### config.mk
export PLATFORM = sky130hd
export DESIGN_NAME = tdc_event_capture
export DESIGN_NICKNAME = d
export VERILOG_FILES = /design/src/rtl/tdc_pkg.sv /design/src/rtl/tdc_ts_fifo.sv /design/src/rtl/tdc_event_capture.sv
export SDC_FILE = /design/constraint.sdc
export NUM_CORES = 1
export LEC_CHECK = 0
export CAP_MARGIN = 20
export CORE_AREA = 2 2 104 157
export CTS_CLUSTER_DIAMETER = 40
export CTS_CLUSTER_SIZE = 30
export DETAILED_ROUTE_END_ITERATION = 10
export DIE_AREA = 0 0 106 159
export PLACE_DENSITY_LB_ADDON = 0.3
export SLEW_MARGIN = 20
export SYNTH_ARGS = -nofsm -noshare
export SYNTH_HDL_FRONTEND = slang
export SYNTH_SLANG_ARGS = --single-unit
### constraint.sdc
create_clock -name i_clk -period 4.6 [get_ports i_clk]
set_input_delay 0.46 -clock i_clk [delete_from_list [all_inputs] [get_ports i_clk]]
set_output_delay 0.46 -clock i_clk [all_outputs]
set_load 0.01 [all_outputs]
### src/rtl/tdc_pkg.sv
// Shared constants, timestamp word layout and fine-code decode for the TDC capture path.
package tdc_pkg;

  localparam int unsigned TDC_NUM_TAPS = 32;
  localparam int unsigned TDC_FINE_W   = $clog2(TDC_NUM_TAPS);
  localparam int unsigned TDC_COARSE_W = 16;
  localparam int unsigned TDC_CNT_W    = $clog2(TDC_NUM_TAPS + 1);
  localparam int unsigned TDC_TS_W     = 1 + TDC_COARSE_W + TDC_FINE_W;

  typedef struct packed {
    logic                    sat;
    logic [TDC_COARSE_W-1:0] coarse;
    logic [TDC_FINE_W-1:0]   fine;
  } ts_word_t;

  // Counting ones instead of finding the edge tolerates bubbles; result is {sat, fine}.
  function automatic logic [TDC_FINE_W:0] popcount_sat(input logic [TDC_NUM_TAPS-1:0] taps);
    logic [TDC_CNT_W-1:0] cnt;
    cnt = '0;
    for (int i = 0; i < int'(TDC_NUM_TAPS); i++) begin
      cnt = cnt + TDC_CNT_W'(taps[i]);
    end
    if (cnt > TDC_CNT_W'((1 << TDC_FINE_W) - 1)) begin
      return {1'b1, {TDC_FINE_W{1'b1}}};
    end
    return {1'b0, TDC_FINE_W'(cnt)};
  endfunction

endpackage

### src/rtl/tdc_ts_fifo.sv
// Show-ahead synchronous FIFO with a registered head word and registered full/empty flags.
module tdc_ts_fifo #(
  parameter int unsigned DATA_W = 22,
  parameter int unsigned DEPTH  = 4
) (
  input  logic              i_clk,
  input  logic              i_rst,
  input  logic              i_push,
  input  logic [DATA_W-1:0] i_data,
  input  logic              i_pop,
  output logic [DATA_W-1:0] o_data,
  output logic              o_push_ok_c,
  output logic              o_full,
  output logic              o_empty
);

  localparam int unsigned AW = $clog2(DEPTH);

  logic [DATA_W-1:0] r_mem [DEPTH];
  logic [AW:0]       r_wr_ptr;
  logic [AW:0]       r_rd_ptr;
  logic [DATA_W-1:0] r_head;
  logic              r_full;
  logic              r_empty;

  logic              w_pop;
  logic              w_push;
  logic [AW:0]       w_wr_ptr_nxt;
  logic [AW:0]       w_rd_ptr_nxt;
  logic [DATA_W-1:0] w_head_nxt;

  // A push into a full FIFO is only accepted when the head leaves in the same cycle.
  always_comb begin
    w_pop        = i_pop & ~r_empty;
    w_push       = i_push & (~r_full | w_pop);
    w_wr_ptr_nxt = r_wr_ptr + (AW+1)'(w_push);
    w_rd_ptr_nxt = r_rd_ptr + (AW+1)'(w_pop);
    w_head_nxt   = r_head;
    if (r_empty | w_pop) begin
      if (w_rd_ptr_nxt == r_wr_ptr) begin
        if (w_push) begin
          w_head_nxt = i_data;
        end
      end else begin
        w_head_nxt = r_mem[w_rd_ptr_nxt[AW-1:0]];
      end
    end
  end

  always_ff @(posedge i_clk) begin
    if (w_push) begin
      r_mem[r_wr_ptr[AW-1:0]] <= i_data;
    end
  end

  always_ff @(posedge i_clk) begin
    if (i_rst) begin
      r_wr_ptr <= '0;
      r_rd_ptr <= '0;
      r_head   <= '0;
      r_full   <= 1'b0;
      r_empty  <= 1'b1;
    end else begin
      r_wr_ptr <= w_wr_ptr_nxt;
      r_rd_ptr <= w_rd_ptr_nxt;
      r_head   <= w_head_nxt;
      r_empty  <= (w_wr_ptr_nxt == w_rd_ptr_nxt);
      r_full   <= ((w_wr_ptr_nxt ^ w_rd_ptr_nxt) == {1'b1, {AW{1'b0}}});
    end
  end

  assign o_data      = r_head;
  assign o_push_ok_c = w_push;
  assign o_full      = r_full;
  assign o_empty     = r_empty;

endmodule

### src/rtl/tdc_event_capture.sv
// Brings TDC stop events into the system clock, timestamps them {sat, coarse, fine}, and buffers them.
// Optional TDC_DROP_CNT_EN adds a saturating count of timestamps lost to FIFO overflow.
module tdc_event_capture
  import tdc_pkg::*;
#(
  parameter int unsigned NUM_TAPS   = TDC_NUM_TAPS,
  parameter int unsigned FINE_W     = $clog2(NUM_TAPS),
  parameter int unsigned COARSE_W   = TDC_COARSE_W,
  parameter int unsigned FIFO_DEPTH = 4
) (
  input  logic                         i_clk,
  input  logic                         i_rst,
  input  logic                         i_arm,
  input  logic                         i_hit_async,
  input  logic [NUM_TAPS-1:0]          i_taps_raw,
  output logic [1+COARSE_W+FINE_W-1:0] o_ts_data,
  output logic                         o_ts_valid,
  input  logic                         i_ts_ready,
  output logic                         o_fifo_full
`ifdef TDC_DROP_CNT_EN
  ,
  output logic [7:0]                   o_drop_cnt
`endif
);

  localparam int unsigned TS_W = 1 + COARSE_W + FINE_W;

  logic                r_sync1;
  logic                r_sync2;
  logic                r_hit_d;
  logic [COARSE_W-1:0] r_coarse;
  logic [NUM_TAPS-1:0] r_taps_q;
  logic [COARSE_W-1:0] r_coarse_q;
  logic                r_cap_v;

  logic                w_rise;
  logic [FINE_W:0]     w_enc;
  ts_word_t            w_push_word;
  logic                w_push_ok_c;
  logic                w_empty;

  assign w_rise = r_sync2 & ~r_hit_d;

  // taps_raw is held stable by the source while the strobe is high, so it is safe to sample here.
  always_ff @(posedge i_clk) begin
    if (i_rst) begin
      r_sync1    <= 1'b0;
      r_sync2    <= 1'b0;
      r_hit_d    <= 1'b0;
      r_coarse   <= '0;
      r_taps_q   <= '0;
      r_coarse_q <= '0;
      r_cap_v    <= 1'b0;
    end else begin
      r_sync1  <= i_hit_async;
      r_sync2  <= r_sync1;
      r_hit_d  <= r_sync2;
      r_coarse <= r_coarse + COARSE_W'(1);
      r_cap_v  <= w_rise & i_arm;
      if (w_rise && i_arm) begin
        r_taps_q   <= i_taps_raw;
        r_coarse_q <= r_coarse;
      end
    end
  end

  // Encode is folded into the FIFO write edge.
  always_comb begin
    w_enc              = popcount_sat(r_taps_q);
    w_push_word.sat    = w_enc[FINE_W];
    w_push_word.coarse = r_coarse_q;
    w_push_word.fine   = w_enc[FINE_W-1:0];
  end

  tdc_ts_fifo #(
    .DATA_W (TS_W),
    .DEPTH  (FIFO_DEPTH)
  ) u_fifo (
    .i_clk       (i_clk),
    .i_rst       (i_rst),
    .i_push      (r_cap_v),
    .i_data      (w_push_word),
    .i_pop       (i_ts_ready),
    .o_data      (o_ts_data),
`ifdef TDC_DROP_CNT_EN
    .o_push_ok_c (w_push_ok_c),
`else
    .o_push_ok_c (),
`endif
    .o_full      (o_fifo_full),
    .o_empty     (w_empty)
  );

  assign o_ts_valid = ~w_empty;

`ifdef TDC_DROP_CNT_EN
  logic [7:0] r_drop_cnt;

  always_ff @(posedge i_clk) begin
    if (i_rst) begin
      r_drop_cnt <= '0;
    end else if (r_cap_v && !w_push_ok_c && r_drop_cnt != 8'hFF) begin
      r_drop_cnt <= r_drop_cnt + 8'd1;
    end
  end

  assign o_drop_cnt = r_drop_cnt;
`else
  assign w_push_ok_c = 1'b0;
`endif

endmodule

Word-level counts from Yosys, hierarchy flattened:

Memory sizes are Yosys's and may differ from the RTL's.
Cells that the tools add are included.
Widths: inputs -> output; s select.

* output and inout port bits: 24
* memories kept: 1
* bits in writable memories: 88
* register bits: 98
* bits of input ports: 37

* add/subtract/negate cells: 34
* equal/unequal tests: 4
* reduce and logical (&&, ||, !) cells: 2
* mux-type cells: 7
* magnitude comparators: 1
* bitwise operators: 10

Memory list
* u_fifo.r_mem: depth 4, bits a word 22, read ports 1, clocked after Yosys merged registers in 0, wr ports 1, line tdc_ts_fifo.sv:19 `logic [DATA_W-1:0] r_mem [DEPTH];`

Operator list (number)
* $add 6x1->6: 26
* $mux 22: 2
* $add 16x1->16 const B: 1
* $mux 6: 2
* $add 3x1->3: 2
* $add 5x1->6: 1
* $eq 3x3->1: 2
* $gt 6x5->1 const B: 1
* $add 4x1->5: 1
* $add 3x1->4: 1
* $and 1x1->1: 4
* $add 2x1->3: 1
* $eq 3x3->1 const B: 1
* $mux 1: 3
* $not 1->1: 3
* $xor 3x3->3: 1
* $add 1x1->2: 1
* $ne 2x1->1 const B: 1
* $or 1x1->1: 2
* $reduce_and 2->1: 1
* $logic_and 1x1->1: 1

Depth between registers and ports, before layout:

* depth after elaboration: 36
* mapped depth: 16

Cells and area by module:

Synthesis repeated with hierarchy kept, for this count alone.

* cells, all modules: 656
* area, all modules: 7972.6 sq um

By module, submodules not included
* tdc_ts_fifo: area an instance 4658.2 sq um, seq. area each 3243.1 sq um, cells each 264, times used 1
* tdc_event_capture: area an instance 3314.4 sq um, seq. area each 1361.3 sq um, cells each 392, times used 1

Least setup slack after synthesis:

OpenSTA, ideal clock, no wires.

* path kind: reg-to-reg
* start: register r_taps_q[0]
* end: register u_fifo.r_head[3] (netlist: u_fifo.o_data[3])
* required time: 4.521 ns
* cell stages (with the launch flop): 17
* clock period less this slack: 4.744 ns
* arrival: 4.665 ns
* path buffers: 0
* setup slack: -0.144 ns
* cell sequence: dfxtp_1 -> inv_1 -> fa_1 -> fa_1 -> inv_1 -> fa_1 -> fa_1 -> fa_1 -> inv_1 -> fa_1 -> inv_1 -> ha_1 -> a21o_1 -> a21oi_1 -> mux2i_1 -> mux2i_1 -> a211oi_2

* cells in the longest elaborated chain, start to end: 36

RTL lines
* from (decl): line tdc_event_capture.sv:32 `logic [NUM_TAPS-1:0] r_taps_q;`
* from (signal assigned): line tdc_event_capture.sv:61 `r_taps_q <= i_taps_raw;`
* $add 1x1->2 (*): line tdc_pkg.sv:21 `cnt = cnt + TDC_CNT_W'(taps[i]);`
* $add 2x1->3 (*): line tdc_pkg.sv:21
* $add 3x1->4 (*): line tdc_pkg.sv:21
* $add 4x1->5 (*): line tdc_pkg.sv:21
* $add 5x1->6 (*): line tdc_pkg.sv:21
* $add 6x1->6 (*) (26 in a row): line tdc_pkg.sv:21
* $gt 6x5->1: line tdc_pkg.sv:23 `if (cnt > TDC_CNT_W'((1 << TDC_FINE_W) - 1)) begin`
* $mux 1: line tdc_pkg.sv:23
* $mux 6 (*): line tdc_pkg.sv:26 `return {1'b0, TDC_FINE_W'(cnt)};`
* named net u_fifo.i_data[3]: line tdc_ts_fifo.sv:9 `input logic [DATA_W-1:0] i_data,`
* $mux 22 (*): line tdc_ts_fifo.sv:41 `if (w_push) begin`
* $mux 22 (*): line tdc_ts_fifo.sv:40 `if (w_rd_ptr_nxt == r_wr_ptr) begin`
* to (signal assigned): line tdc_ts_fifo.sv:66 `r_head <= w_head_nxt;`
* to (decl): line tdc_ts_fifo.sv:22 `logic [DATA_W-1:0] r_head;`

The timed path passes the listed nets; every way through them passes the cells marked *. The select of a mux whose other input is x is not followed.
A chain may end at the register's enable or synchronous reset.

Worst setup path in the final report:

* start: register r_taps_q[0]
* end: register u_fifo.r_head[4] (netlist: u_fifo.o_data[4])

* cells in the longest elaborated chain, start to end: 36

RTL lines (line)
* $add 1x1->2 (*): tdc_pkg.sv:21
* $add 2x1->3 (*): tdc_pkg.sv:21
* $add 3x1->4 (*): tdc_pkg.sv:21
* $add 4x1->5 (*): tdc_pkg.sv:21
* $add 5x1->6 (*): tdc_pkg.sv:21
* $add 6x1->6 (*) (26 in a row): tdc_pkg.sv:21
* $gt 6x5->1: tdc_pkg.sv:23
* $mux 1: tdc_pkg.sv:23
* $mux 6 (*): tdc_pkg.sv:26
* $mux 22 (*): tdc_ts_fifo.sv:41
* $mux 22 (*): tdc_ts_fifo.sv:40

Mark *: on every way between the ends. The rest lies on a longest branch, timed or not. The select of a mux whose other input is x is not followed.

==> results.py <==
metrics = {
    "synthesis": {
        "synthesis.nets": 739,
        "netlist_instances": 666,
        "yosysSeqAreaShare_pct": 58.11,
        "ys_types": 38,
        "ys_ff_latch": 186,
        "synth_area_um2": 7924,
        "synth_warnings": 0,
        "avgSynthCellArea_um2": 11.90,
    },
    "drt": {
        "vias": 4909,
        "viasPerCell": 5.222,
        "drt_drc_violations_left": 0,
        "drt-initial-drc-count": 311,
        "routed_wl_um": 15240,
        "final_antenna_net_count": 0,
        "drt_pass1_iterations": 4,
        "routedWlPerCell_um": 16.21,
    },
    "timing": {
        "fin_crit_ns": 4.749,
        "drv_slew": 0,
        "hold_viol": 0,
        "skew_ns": 0.01571,
        "rsz0062_at_grt": "true",
        "worstMarginPinSlew_ns": 1.074,
        "setup_ws_ns": -0.1495,
        "fin_crit_sh_pct": 103.2,
        "fmax_mhz": 210.6,
        "slew_headroom_pct": 28.43,
        "finalSetupViolCount": 13,
    },
    "worst_setup_path": {
        "crit_buf_inv": 2,
        "crit_arrival_ns": 5.11,
        "cpPeakStageDelay_ns": 0.58,
        "critical_path_class": "reg -> reg",
        "cp-start-kind": "register",
        "reg2reg_depth": 14,
        "path_common_cell": "fa_2",
        "crit_chain": "inv_1 > fa_1 > fa_2 > fa_2 > fa_1 > fa_2 > fa_1 > inv_2 > ha_4 > fa_2 > nand3b_1 > nor3_2 > a211o_1 > a311oi_2",
        "reg2reg_slack_ns": -0.15,
        "critPathTopFamily": "adder cells",
        "cp_slowest_cell": "fa_2",
        "worstSetupEndpointType": "register",
        "r2r_start": "r_taps_q[0]",
        "cp_max_fo": 3,
        "required_ns": 4.96,
        "reg2reg_to": "u_fifo.o_data[4]",
    },
    "clocking": {
        "cts_max_level": 4,
        "insertion_delay_ns": 0.45,
        "cts_num_sinks": 186,
        "clk_pin_slew_ns": 0.07,
        "clock_path_buffers": 2,
        "ctsRootBufferMaster": "clkbuf_16",
        "cts_tree": "yes",
        "cts_buffers": 17,
    },
    "pwr": {
        "ir_worst_vdd_uv": 235.5,
        "leakage_uw": 0.003203,
        "pwr_density_cell_nw_per_um2": 386.4,
    },
    "finish": {
        "final_cell_mix": "nand2_1 (142), dfxtp_1 (95), edfxtp_1 (88)",
        "diodes": 0,
        "final_common_cell": "nand2_1",
        "stdcell_count": 940,
        "area_growth_pct": 19.41,
        "nets": 797,
        "drive_above_1_share_pct": 18.18,
        "final_area_um2": 9462,
    },
    "run_status": {
        "violations": "setup timing",
        "status": "finished, violations left",
    },
    "grt": {
        "grtUsageMet1_pct": 23.43,
        "met2_usage_pct": 33.14,
        "grt_pass1_wl_um": 25160,
        "grt.busiest_layer": "met2",
        "use_met3_pct": 4.994,
        "grt_pass1_vias": 5120,
        "grt_max_degree": 72,
        "grtUsageTotal_pct": 19.23,
        "antenna_found_initial": 0,
        "grt_overflow": 0,
    },
    "placement": {
        "io_buffers": 60,
        "hpwl_um": 9955,
        "dp.cells": 906,
        "dpl-instance-area_um2": 8753,
        "globalplace.congestion": 0.7506,
    },
    "floorplan": {
        "die_area_um2": 16850,
        "core_area_um2": 15480,
        "num_io_pins": 61,
        "start_util_pct": 51.17,
        "die_w_um": 106,
        "num_rows": 56,
        "die_y_um": 159,
    },
    "hold_path": {
        "hold_start": "r_sync1",
        "hold_end": "r_sync2",
        "hold_class": "reg -> reg",
        "min_path_cells": 1,
    },
    "flow_run": {
        "max_cap_viol_count": 0,
    },
}
## flip-flops by register name, summed over array words and instances (netlist names)
register / flops
r_hit_d: 1
r_coarse: 16
r_taps_q: 32
r_coarse_q: 16
r_sync1: 1
u_fifo.o_data: 22
u_fifo.o_empty: 1
u_fifo.r_mem: 88
u_fifo.o_full: 1
u_fifo.r_wr_ptr: 3
r_cap_v: 1
u_fifo.r_rd_ptr: 3
r_sync2: 1
## routing by layer
metal / vias up / wire length [um]
met3: 19 / 658
met5: - / 0
met2: 119 / 8239
met4: 0 / 209
met1: 2387 / 6135
li1: 2384 / -
## timing repair
item,in CTS,in global routing
buffers inserted,2,0
pin swaps,17,6
setup endpoints to repair,22,26
resized for setup,14,11
hold endpoints to repair,0,0
hold buffers,0,0
## Yosys cell counts
cell type | instances | share of area, %
nand2_1 | 146 | 6.9
dfxtp_1 | 98 | 25
edfxtp_1 | 88 | 33
a21oi_1 | 51 | 3.2
inv_1 | 48 | 2.3
nor2_1 | 45 | 2.1
fa_1 | 24 | 6.1
clkbuf_1 | 23 | 1.1
mux4_2 | 22 | 6.3
a311oi_2 | 21 | 4.0
ha_1 | 12 | 1.9
xor2_1 | 12 | 1.3
nor2b_1 | 10 | 0.79
xnor2_1 | 9 | 0.99
buf_2 | 6 | 0.38
nand3_1 | 6 | 0.38
and3_1 | 5 | 0.39
buf_1 | 5 | 0.24
nor3_1 | 5 | 0.32
buf_6 | 4 | 0.57
or2_2 | 4 | 0.32
and2_1 | 3 | 0.24
a21o_1 | 2 | 0.19
mux2i_1 | 2 | 0.25
nand4_1 | 2 | 0.16
a211o_1 | 1 | 0.11
a211oi_2 | 1 | 0.16
a22o_1 | 1 | 0.11
a31o_2 | 1 | 0.11
and3b_1 | 1 | 0.11
nand3b_1 | 1 | 0.095
nor3b_1 | 1 | 0.095
o21a_1 | 1 | 0.095
o21ai_0 | 1 | 0.063
o21bai_1 | 1 | 0.095
o22a_1 | 1 | 0.11
or3_1 | 1 | 0.079
xor3_1 | 1 | 0.30
## area by class of cell
cell class | instances | area [um^2]
Fill cell | 1196 | 6023
Sequential cell | 186 | 4608
Multi-Input combinational cell | 394 | 3090
Timing Repair Buffer | 77 | 729.5
Clock buffer | 17 | 425.4
Tap cell | 203 | 254.0
Inverter | 48 | 180.2
Clock inverter | 15 | 173.9
## stage by stage
| stage | worst slack [ns] | TNS (ns) | power, uW | utilization [%] | hold slack, ns |
|---|---|---|---|---|---|
| global placement | -0.07573 | -0.4832 | 2209 | 56.53 | 0.4239 |
| detailed placement | -0.2216 | -2.300 | 2225 | 56.53 | 0.4309 |
| global route | -0.2991 | -3.591 | 3795 | 61.10 | 0.4719 |
| floorplan | 0.009035 | 0 | 2082 | - | 0.4138 |
| CTS | -0.1203 | -1.000 | 3688 | 60.86 | 0.4516 |
| finish | -0.1495 | -0.8079 | 3656 | 61.10 | 0.4452 |
## report_power, final
group	internal, uW	switching, uW	total [uW]
Clock	777	685	1460
Combinational	194	205	399
Sequential	1770	25.5	1790
## kinds of logic (layout without fill, tap and decap cells)
group	count (synthesis)	after routing	synth area share [%]
simple gates	230	230	12.02
flops	186	186	58.11
buf+inv	86	157	4.548
compound gates	82	82	8.242
fa+ha+maj	36	36	7.958
mux	24	24	6.506
xor+xnor	22	22	2.621
## how the worst max path moves through the flow
stage	startpoint	endpoint	slack [ns]	depth (start not counted)
4_1_cts	r_taps_q[17]	u_fifo.o_data[4]	-0.12	14
3_3_place_gp	r_taps_q[17]	u_fifo.o_data[3]	-0.08	16
5_1_grt	r_taps_q[3]	u_fifo.o_data[4]	-0.30	14
2_1_floorplan	r_taps_q[9]	u_fifo.o_data[2]	0.009	14
3_5_place_dp	r_taps_q[0]	u_fifo.o_data[2]	-0.22	14
6_report	r_taps_q[0]	u_fifo.o_data[4]	-0.15	14
Power figures use the tool's default switching activity.
==> RTL edit, RTL diff (same flow settings) <==
Set the package constant `TDC_NUM_TAPS` to 16 (it was 32).
--- a/src/rtl/tdc_pkg.sv
+++ b/src/rtl/tdc_pkg.sv
@@ -1,7 +1,7 @@
 // Shared constants, timestamp word layout and fine-code decode for the TDC capture path.
 package tdc_pkg;
 
-  localparam int unsigned TDC_NUM_TAPS = 32;
+  localparam int unsigned TDC_NUM_TAPS = 16;
   localparam int unsigned TDC_FINE_W   = $clog2(TDC_NUM_TAPS);
   localparam int unsigned TDC_COARSE_W = 16;
   localparam int unsigned TDC_CNT_W    = $clog2(TDC_NUM_TAPS + 1);
Ports: changed (resized i_taps_raw and o_ts_data); port bits go from 61 to 44. The function was not compared with the original's and may differ.
==> RTL edit against the unedited design <==
  * Count of clock-buffer cells in the layout up 3
  * Routed wire length decreased by 18%
  * Power fell by 7.7%
  * Sequential cell count fell by 21
  * Cell area down 15%
  * Critical path depth down 1
  * Largest power group unchanged
  * Synthesized cell count decreased by 22%
  * Global-route usage down 3.0 points
  * Setup slack improved by 0.70 ns
  * Critical endpoint is now u_fifo.o_data[1]
  * Largest cell class unchanged
  * Sequential power decreased by 11%
  * Synthesized area shrank 13%
==> RTL edit: results (changes against the unedited design) <==
[global_routing]
met3_usage_pct=3.602  ; -1.4 points
grt_start_max_net_pins=44  ; -39%
grtUsageMet1_pct=18.45  ; -5.0 points
grt_use_total_pct=16.21  ; -3.0 points

[critical_path]
rrSetupSlack_ns=0.55  ; +0.70 ns
cp.arrival_ns=4.30  ; -0.81 ns

[finish]
nets=601  ; -25%
clock_area_share_pct=7.732  ; +1.4 points
clockBufferCount=20  ; +3
seq_share_pct=51.52  ; +2.8 points
multi_input_gates=296  ; -25%
fin_area_sq_mm=0.008043  ; -15%
finalNonFillerCells=776  ; -17%
inverters_excl_clock=28  ; -42%

[placement]
dp_hpwl_um=7811  ; -22%
io_buffers=43  ; -28%
dp_cells=744  ; -18%
gp_congestion=0.6887  ; -8.2%

[synthesis]
synth_area_leaders=edfxtp_1, dfxtp_1, mux4_2
syn-num-nets=559  ; -24%
synth_cell_types=43  ; +13%
synth_common_cells=edfxtp_1, dfxtp_1, nand2_1
ys_seq_area_share_pct=60.03  ; +1.9 points

[clock_tree]
cts_resized=0  ; -14
postCtsSetupBuffers=0  ; -2
clk_latency_ns=0.41  ; -0.04 ns

[power]
p_leak_nw=2.658  ; -17%

[run_status]
status=completed

[sta]
skew_ns=0.01086  ; -0.004842 ns

[route]
postRouteWirelength_um=12490  ; -18%

-- RTL edit: through the flow --
step	util [%]	setup WS (ns)
5_1_grt	51.94	0.3384
2_1_floorplan	-	0.8996
3_3_place_gp	47.92	0.6615
3_5_place_dp	47.92	0.5129
4_1_cts	51.94	0.5062
6_report	51.94	0.5503
-- RTL edit: kinds of logic after synthesis --
| logic type | count (synthesis) | share of synthesized area [%] |
|---|---|---|
| DFF | 165 | 60.03 |
| adders and majority gates | 20 | 4.713 |
| AOI/OAI and AO/OA | 67 | 7.377 |
| and+or+nand+nor | 148 | 9.987 |
| buffers and inverters | 57 | 4.966 |
| muxes | 40 | 10.04 |
| xor gates and xnor gates | 21 | 2.882 |
-- RTL edit: worst min-delay path by stage --
stage,start,to,cells past startpoint
floorplan,r_sync1,r_sync2,1
global placement,r_sync1,r_sync2,1
detailed placement,r_sync1,r_sync2,1
CTS,r_sync1,r_sync2,1
global route,r_sync1,r_sync2,1
finish,r_sync1,r_sync2,1
